<file path="config.mk">
export PLATFORM = sky130hd
export DESIGN_NAME = tt_scan_controller
export DESIGN_NICKNAME = d
export VERILOG_FILES = /design/src/rtl/tt_scan_pkg.sv /design/src/rtl/tt_scan_shifter.sv /design/src/rtl/tt_scan_controller.sv
export SDC_FILE = /design/constraint.sdc
export NUM_CORES = 1
export LEC_CHECK = 0
export CORE_ASPECT_RATIO = 0.75
export CORE_UTILIZATION = 27
export CTS_CLUSTER_DIAMETER = 30
export DETAILED_ROUTE_END_ITERATION = 16
export GPL_TIMING_DRIVEN = 0
export PLACE_DENSITY = 0.58
export SYNTH_ARGS = -nofsm -noshare
export SYNTH_HDL_FRONTEND = slang
export SYNTH_SLANG_ARGS = --single-unit
</file>
<file path="constraint.sdc">
create_clock -name wb_clk_i -period 1.4 [get_ports wb_clk_i]
set_input_delay 0.42 -clock wb_clk_i [delete_from_list [all_inputs] [get_ports wb_clk_i]]
set_output_delay 0.42 -clock wb_clk_i [all_outputs]
set_load 0.05 [all_outputs]
</file>
<file path="src/rtl/tt_scan_pkg.sv">
// Shared types and constants for the Tiny Tapeout scan-chain host controller.
package tt_scan_pkg;

  localparam int unsigned BYTE_W       = 8;
  localparam int unsigned LATCH_CYCLES = 2;

  typedef enum logic [2:0] {
    StIdle,
    StShiftIn,
    StLatch,
    StWait,
    StCapture,
    StShiftOut,
    StResp
  } scan_state_e;

  typedef enum logic {
    PhLow  = 1'b0,
    PhHigh = 1'b1
  } scan_phase_e;

endpackage

</file>
<file path="src/rtl/tt_scan_shifter.sv">
// Serial engine: parallel-load transmit register, serial-in receive register,
// scan_clk phase toggle and bit counter.
module tt_scan_shifter
  import tt_scan_pkg::*;
#(
  parameter int unsigned N = 16
) (
  input  logic         i_clk,
  input  logic         i_rst_n,
  input  logic         i_load,
  input  logic [N-1:0] i_load_data,
  input  logic         i_shift_en,
  input  logic         i_capture,
  input  logic         i_rx_en,
  input  logic         i_sdi,
  output logic         o_sclk,
  output logic         o_sdo,
  output logic [N-1:0] o_rx_next,
  output logic         o_done
);

  localparam int unsigned CNT_W = $clog2(N);

  scan_phase_e      r_phase;
  logic [N-1:0]     r_tx;
  logic [N-1:0]     r_rx;
  logic [CNT_W-1:0] r_bit_cnt;
  logic             w_fall;

  // End of a high phase: data launches and the tail is sampled here.
  assign w_fall    = i_shift_en && (r_phase == PhHigh);
  assign o_sclk    = (r_phase == PhHigh);
  assign o_sdo     = r_tx[N-1];
  assign o_rx_next = {r_rx[N-2:0], i_sdi};
  assign o_done    = w_fall && (r_bit_cnt == CNT_W'(N - 1));

  always_ff @(posedge i_clk or negedge i_rst_n) begin
    if (!i_rst_n) begin
      r_phase   <= PhLow;
      r_tx      <= '0;
      r_rx      <= '0;
      r_bit_cnt <= '0;
    end else begin
      if (i_shift_en || i_capture) begin
        r_phase <= (r_phase == PhLow) ? PhHigh : PhLow;
      end else begin
        r_phase <= PhLow;
      end

      if (i_load) begin
        r_tx <= i_load_data;
      end else if (w_fall) begin
        r_tx <= {r_tx[N-2:0], 1'b0};
      end

      if (w_fall && i_rx_en) begin
        r_rx <= o_rx_next;
      end

      if (!i_shift_en) begin
        r_bit_cnt <= '0;
      end else if (w_fall) begin
        r_bit_cnt <= r_bit_cnt + CNT_W'(1);
      end
    end
  end

endmodule

</file>
<file path="src/rtl/tt_scan_controller.sv">
// Host-side scan-chain driver: shifts one request byte into a design slot, latches,
// settles, captures all outputs, shifts them back and returns the selected byte.
module tt_scan_controller
  import tt_scan_pkg::*;
#(
  parameter int unsigned NUM_DESIGNS = 2,
  parameter int unsigned SEL_W       = 4,
  parameter int unsigned WAIT_CYCLES = 4
) (
  input  logic              wb_clk_i,
  input  logic              wb_rst_ni,
  input  logic              req_valid,
  output logic              req_ready,
  input  logic [SEL_W-1:0]  req_sel,
  input  logic [BYTE_W-1:0] req_data,
  output logic              rsp_valid,
  input  logic              rsp_ready,
  output logic [BYTE_W-1:0] rsp_data,
  output logic              rsp_err,
  output logic              scan_clk,
  output logic              scan_data_out,
  input  logic              scan_data_in,
  output logic              scan_select,
  output logic              scan_latch_en
);

  localparam int unsigned N     = BYTE_W * NUM_DESIGNS;
  localparam int unsigned CNT_W = $clog2(WAIT_CYCLES + LATCH_CYCLES);

  scan_state_e       r_state;
  scan_state_e       w_state_d;
  logic [SEL_W-1:0]  r_sel;
  logic              r_err;
  logic [BYTE_W-1:0] r_rsp_data;
  logic [CNT_W-1:0]  r_wait_cnt;

  logic              w_accept;
  logic              w_err_in;
  logic [N-1:0]      w_load_vec;
  logic [N-1:0]      w_rx_next;
  logic [BYTE_W-1:0] w_rsp_next;
  logic              w_done;
  logic              w_sclk;
  logic              w_shift_en;

  assign w_accept   = req_valid && (r_state == StIdle);
  assign w_shift_en = (r_state == StShiftIn) || (r_state == StShiftOut);

  // Out-of-range selects match no slot, giving an all-zero vector and a zero response.
  always_comb begin
    w_err_in   = 1'b1;
    w_load_vec = '0;
    w_rsp_next = '0;
    for (int unsigned d = 0; d < NUM_DESIGNS; d++) begin
      if (req_sel == SEL_W'(d)) begin
        w_err_in                       = 1'b0;
        w_load_vec[d*BYTE_W +: BYTE_W] = req_data;
      end
      if (r_sel == SEL_W'(d)) begin
        w_rsp_next = w_rx_next[d*BYTE_W +: BYTE_W];
      end
    end
  end

  always_comb begin
    w_state_d = r_state;
    case (r_state)
      StIdle:     if (req_valid) w_state_d = StShiftIn;
      StShiftIn:  if (w_done) w_state_d = StLatch;
      StLatch:    if (r_wait_cnt == CNT_W'(LATCH_CYCLES - 1)) w_state_d = StWait;
      StWait:     if (r_wait_cnt == CNT_W'(WAIT_CYCLES - 1)) w_state_d = StCapture;
      StCapture:  if (w_sclk) w_state_d = StShiftOut;
      StShiftOut: if (w_done) w_state_d = StResp;
      StResp:     if (rsp_ready) w_state_d = StIdle;
      default:    w_state_d = StIdle;
    endcase
  end

  always_ff @(posedge wb_clk_i or negedge wb_rst_ni) begin
    if (!wb_rst_ni) begin
      r_state    <= StIdle;
      r_sel      <= '0;
      r_err      <= 1'b0;
      r_rsp_data <= '0;
      r_wait_cnt <= '0;
    end else begin
      r_state <= w_state_d;
      if (w_accept) begin
        r_sel <= req_sel;
        r_err <= w_err_in;
      end
      // The final chain bit arrives on the same edge as done, so use the next-state view.
      if ((r_state == StShiftOut) && w_done) begin
        r_rsp_data <= w_rsp_next;
      end
      if (w_state_d != r_state) begin
        r_wait_cnt <= '0;
      end else if ((r_state == StLatch) || (r_state == StWait)) begin
        r_wait_cnt <= r_wait_cnt + CNT_W'(1);
      end
    end
  end

  tt_scan_shifter #(
    .N (N)
  ) u_shifter (
    .i_clk       (wb_clk_i),
    .i_rst_n     (wb_rst_ni),
    .i_load      (w_accept),
    .i_load_data (w_load_vec),
    .i_shift_en  (w_shift_en),
    .i_capture   (r_state == StCapture),
    .i_rx_en     (r_state == StShiftOut),
    .i_sdi       (scan_data_in),
    .o_sclk      (w_sclk),
    .o_sdo       (scan_data_out),
    .o_rx_next   (w_rx_next),
    .o_done      (w_done)
  );

  assign req_ready     = (r_state == StIdle);
  assign rsp_valid     = (r_state == StResp);
  assign rsp_data      = r_rsp_data;
  assign rsp_err       = r_err;
  assign scan_clk      = w_sclk;
  assign scan_select   = (r_state == StCapture);
  assign scan_latch_en = (r_state == StLatch);

endmodule

</file>
### Word level (Yosys, flattened, before mapping)

Index checks and enable logic that the tools add are counted.

| cells by class | value |
|---|---|
| $add $sub $neg | 2 |
| multiply operators | 0 |
| divide/modulo/power cells | 0 |
| magnitude comparators | 0 |
| eq/ne operators | 13 |
| shift operators | 0 |
| multiplexer cells | 22 |
| bitwise gates (word level) | 0 |
| reductions and logical operators | 13 |

Operators by type and width:

| cell | number |
|---|---|
| 16-bit 2-to-1 mux | 2 |
| 8-bit 2-to-1 mux | 4 |
| 3-bit 2-to-1 mux | 9 |
| 3-bit case mux with 7 select lines | 1 |
| 3-bit by 2-bit equality test with 1-bit output, second input constant | 3 |
| 3-bit equality test, second input constant | 3 |
| 4-bit by 1-bit equality test with 1-bit output, second input constant | 2 |
| 4-bit zero test | 2 |
| 4-bit 2-to-1 mux | 2 |
| 3-bit by 1-bit equality test with 1-bit output, second input constant | 2 |
| 1-bit logical AND | 5 |
| 4-bit by 1-bit adder with 4-bit output, second input constant | 1 |
| 4-bit equality test, second input constant | 1 |
| 1-bit 2-to-1 mux | 4 |
| 2-bit nonzero test | 2 |
| 3-bit by 1-bit adder with 3-bit output, second input constant | 1 |
| 3-bit zero test | 1 |
| 1-bit logical OR | 3 |
| 3-bit != test | 1 |
| 2-bit != test, second input constant | 1 |

| word-level totals | value |
|---|---|
| bits in registers | 55 |
| latch bits | 0 |
| RAM bits | 0 |
| bits in read-only memories | 0 |
| bits of input ports | 17 |
| output and inout port bits | 15 |
| memories kept | 0 |

### Logic depth before layout (Yosys ltp)

| depth | value |
|---|---|
| depth after elaboration | 8 |
| gate-level depth with buffers | 6 |
| gate-level depth less buffers | 6 |

### Cells and area by module

From an unflattened synthesis, not the netlist that was laid out.

| second synthesis, totals | value |
|---|---|
| cell total of the unflattened synthesis | 263 |
| area total of the unflattened synthesis | 2916.5 um^2 |

By module, submodules not included:

| module | times used | cells an instance | area an instance (um^2) |
|---|---|---|---|
| tt_scan_shifter | 1 | 147 | 1788.0 |
| tt_scan_controller | 1 | 116 | 1128.6 |

### Worst setup path after synthesis

OpenSTA, ideal clock, no wires.

| timing | value |
|---|---|
| path type | register to register |
| start point | register r_state[1] |
| end point | register r_wait_cnt[0] |
| setup time | 0.120 ns |
| data arrival time | 2.231 ns |
| required time | 1.280 ns |
| path slack | -0.952 ns |
| cell stages (with the launch flop) | 6 |
| path buffers | 1 |
| period minus slack after synthesis | 2.352 ns |
| cell sequence | dfrtp_1 > buf_2 > nor3b_1 > nand2_1 > nand4_1 > nor2_1 |

RTL lines:

| what | RTL line | RTL |
|---|---|---|
| start, declared | tt_scan_controller.sv:30 | `scan_state_e r_state;` |
| start signal, assigned | tt_scan_controller.sv:81 | `r_state <= StIdle;` |
| start signal, assigned | tt_scan_controller.sv:87 | `r_state <= w_state_d;` |
| 3-bit equality test * | n/a |  |
| net scan_select | tt_scan_controller.sv:23 | `output logic scan_select,` |
| 3-bit case mux with 7 select lines * | tt_scan_controller.sv:67 | `case (r_state)` |
| 3-bit != test * | tt_scan_controller.sv:96 | `if (w_state_d != r_state) begin` |
| 3-bit 2-to-1 mux / 2-bit nonzero test (equally long branches) | n/a |  |
| end signal, assigned | tt_scan_controller.sv:99 | `r_wait_cnt <= r_wait_cnt + CNT_W'(1);` |
| end, declared | tt_scan_controller.sv:35 | `logic [CNT_W-1:0] r_wait_cnt;` |

Mark *: on every way through the listed nets, which the timed path passes. The rest lies on a longest branch.
A chain may end at the register's enable or synchronous reset.

### Worst setup path after layout

| timing | value |
|---|---|
| start point | register r_state[1] |
| end point | output port scan_select |

| between the ends | value |
|---|---|
| word-level cells in the longest chain between the ends | 1 |

RTL lines:

| what | RTL line | RTL |
|---|---|---|
| 3-bit equality test | tt_scan_controller.sv:126 | `assign scan_select = (r_state == StCapture);` |
| end, declared | tt_scan_controller.sv:23 |  |

No other way between the ends.

==> run_results.csv <==
group,metric,value,unit
run_status,status,"finished with violations",
run_status,violations,"setup timing",
cts,cts_tree,"done",
floorplanning,dieArea,9990,um^2
yosys,syn_avg_cell_area,10.7,um^2
drt,wl_met3,204,um
yosys,synth_area_leaders,"dfrtp_1 53%, mux2_1 8.7%, nor2_1 5.2%, a31oi_1 3.6%, mux2i_1 3.5%",
finish,final_util,40.8,%
floorplanning,start_util,28.3,%
placed_design,place.gp.congestion,0.749,
floorplanning,rows,30,
yosys,syn_area,2590,um^2
critical_path,critPathBufInv,2,
yosys,yosys_warnings,0,
drt,initialDrtViolationCount,194,
sta,setup_viol,50,
sta,post-route-min-period,1.72,ns
floorplanning,die_w,115,um
yosys,synth_flop_cell,"dfrtp_1",
drt,detail_route.wl_per_cell,13.7,um
finish,stdcell_area,3730,um^2
finish,regArea,1380,um^2
finish,area_delta_synth_final,44.3,%
power,ir_drop,0.612,mV
min_path,hold_path.class,"in2async",
finish,antenna_cells,0,
critical_path,reg2reg_depth,7,
sta,worst-slew-pin-transition,0.733,ns
yosys,yosys.cell_count.top_type,"dfrtp_1",
grt,grt_first_pass_wirelength,9.85,mm
cts,hold_buffers,0,
yosys,synth_edf_count,0,
critical_path,r2r_end,"u_shifter.r_tx[13]",
cts,clkTransAtPathRegs,0.07,ns
cts,ctsHtreeMaxLevel,2,
critical_path,rr_startpoint,"r_state[0]",
finish,nNetsFinal,324,
floorplanning,core,9160,um^2
finish,multiInputGateArea,1360,um^2
sta,drv_slew,0,
sta,hold_violations,0,
floorplanning,ioPinCount,32,
yosys,synth_cell_types,39,
yosys,yosysSeqAreaShare,53.2,%
drt,vias,1975,
finish,drive_gt1_share,40.5,%
sta,finalCritPeriodShare,123,%
critical_path,slowest_delay,0.44,ns
grt,antenna_found_initial,0,
critical_path,critPathCaptureType,"output pin",
cts,clk_latency,0.29,ns
yosys,synth-seq-cells,55,
cts,cts_root_buf,"clkbuf_16",
grt,grt_pass1_vias,1986,
grt,grt_max_degree,32,
drt,via_per_inst,4.57,
grt,grt_usage,12.6,%
critical_path,cp_data_arrival_time,1.30,ns
critical_path,cpLargestDelayFamily,"flip-flops",
sta,final.setup.worst_slack,-0.324,ns
placed_design,dp_hpwl,3.87,mm
cts,cts_buffer_depth,2,
drt,drt-total-wl,5.91,mm
placed_design,dpl-instance-area,3230,um^2
power,leakagePower,1.64,nW
critical_path,regToRegSetupSlack,-0.30,ns
floorplanning,fp.dieH,86.8,um
drt,drtPass1Iterations,4,
sta,fmax,0.580,GHz
critical_path,crit_fanout,5,
drt,ant_nets,0,
yosys,synthCells,242,
yosys,yosysTopAreaCell,"dfrtp_1",
drt,wl_met2,2.63,mm
cts,clock-sinks,55,
critical_path,critical_path_class,"reg2out",
yosys,synth_top_cell_area_share,53.2,%
sta,fin_tns_setup,-8.97,ns
drt,top_layer,"met4",
drt,met1_length,3.05,mm
critical_path,cp_slowest_cell,"dfrtp_2",
power,p_per_area,2030,nW/um^2
sta,clock_skew,0.00413,ns
yosys,yosys-top-cells-count,"55 x dfrtp_1, 36 x nor2_1, 22 x nand2_1",
placed_design,numPortBuffers,31,
flow_run,max_cap_viol_count,0,
sta,relSlewSlack,51.1,%
cts,cts_buffers,5,
yosys,synthArstFlopShare,100,%
grt,grt.overflow.total,0,
critical_path,critPathRequiredTime,0.98,ns
drt,route.detailed.drc,0,
sta,rsz0062_at_grt,"yes",
yosys,syn-num-nets,263,
critical_path,worstPathCellList,"buf_12 > nor3b_4 > buf_6",
finish,n_fill_cell,900,
critical_path,cp-start-kind,"flop",
logic make-up (layout without fill, tap and decap cells):
| logic type | after synthesis | after routing | share of synthesized area, % |
|---|---|---|---|
| simple gates | 81 | 81 | 15.1 |
| flops | 55 | 55 | 53.2 |
| compound gates | 43 | 43 | 9.81 |
| mux | 36 | 36 | 15.2 |
| buf+inv | 19 | 81 | 3.43 |
| fa+ha+maj | 4 | 4 | 1.93 |
| xor+xnor | 4 | 4 | 1.35 |
registers in the layout, summed over array words and instances (netlist names), 3 cells and up:
register,flops
r_wait_cnt,3
u_shifter.r_tx,16
r_state,3
rsp_data,8
r_sel,4
u_shifter.r_rx,15
u_shifter.r_bit_cnt,4
worst reg2reg max path, delay by kind of cell, from the launching register on:
family / cells / cell delay (ns)
AND/OR/NAND/NOR: 2 / 0.39
flip-flops: 1 / 0.42
buffers and inverters: 3 / 0.42
AO/OA/AOI/OAI: 2 / 0.38
cell usage in the layout, fill, tap and decap left out, types with 12 or more instances in the layout:
| master | synthesis | final |
|---|---|---|
| clkdlybuf4s50_1 | 0 | 14 |
| a31oi_1 | 15 | 15 |
| buf_2 | 7 | 12 |
| nor2_1 | 36 | 22 |
| nand2_1 | 22 | 22 |
| o21ai_0 | 17 | 17 |
| mux2_4 | 0 | 24 |
| buf_6 | 1 | 21 |
| nor2_2 | 0 | 12 |
| dfrtp_1 | 55 | 51 |
layout make-up:
cell class,instances,share of cell area [%]
flip-flops and latches,55,37.0
multi-input cells,168,36.4
repair buffers,56,14.1
well taps,128,4.29
clock buffers,8,4.19
plain buffers,13,3.52
inverters,4,0.536
what timing repair did:
action / in CTS / in global routing
buffers inserted: 21 / 2
pin swaps: 9 / 11
resized for setup: 111 / 39
gates cloned: 2 / 0
endpoints found under the hold margin: 0 / 0
endpoints found under the setup margin: 59 / 51
per-stage QoR:
stage                     hold slack (ns)  instances  total power, W  worst slack (ns)
after detailed placement            0.490        402         0.00545            -0.802
after floorplan                     0.124        242         0.00472            -0.168
after global placement              0.477        401         0.00536             -2.11
after CTS                           0.218        431         0.00731            -0.308
final                               0.191        432         0.00760            -0.324
after global routing                0.260        432         0.00810            -0.394
how the worst max path moves through the flow:
stage / start / end / slack [ns] / cells past startpoint
finish: r_state[1] / scan_select / -0.32 / 3
global placement: wb_rst_ni / u_shifter.o_sclk / -2.11 / 1
CTS: r_state[1] / scan_select / -0.31 / 3
floorplan: u_shifter.o_sclk / rsp_data[0] / -0.17 / 5
global route: r_state[0] / u_shifter.r_tx[10] / -0.39 / 7
detailed placement: req_valid / u_shifter.r_tx[10] / -0.80 / 6
metal layers:
metal  GRT usage (%)  vias up
li1                -      969
met5               0        -
met4            2.83        0
met3            2.87        2
met1            17.6      971
met2            19.9       33
report_power, final:
part | total (W) | internal [W] | switching [W]
clock | 0.00130 | 0.000763 | 0.000541
sequential | 0.00277 | 0.00227 | 0.000506
combinational | 0.00352 | 0.00181 | 0.00172
(Power assumes the default switching activity.)
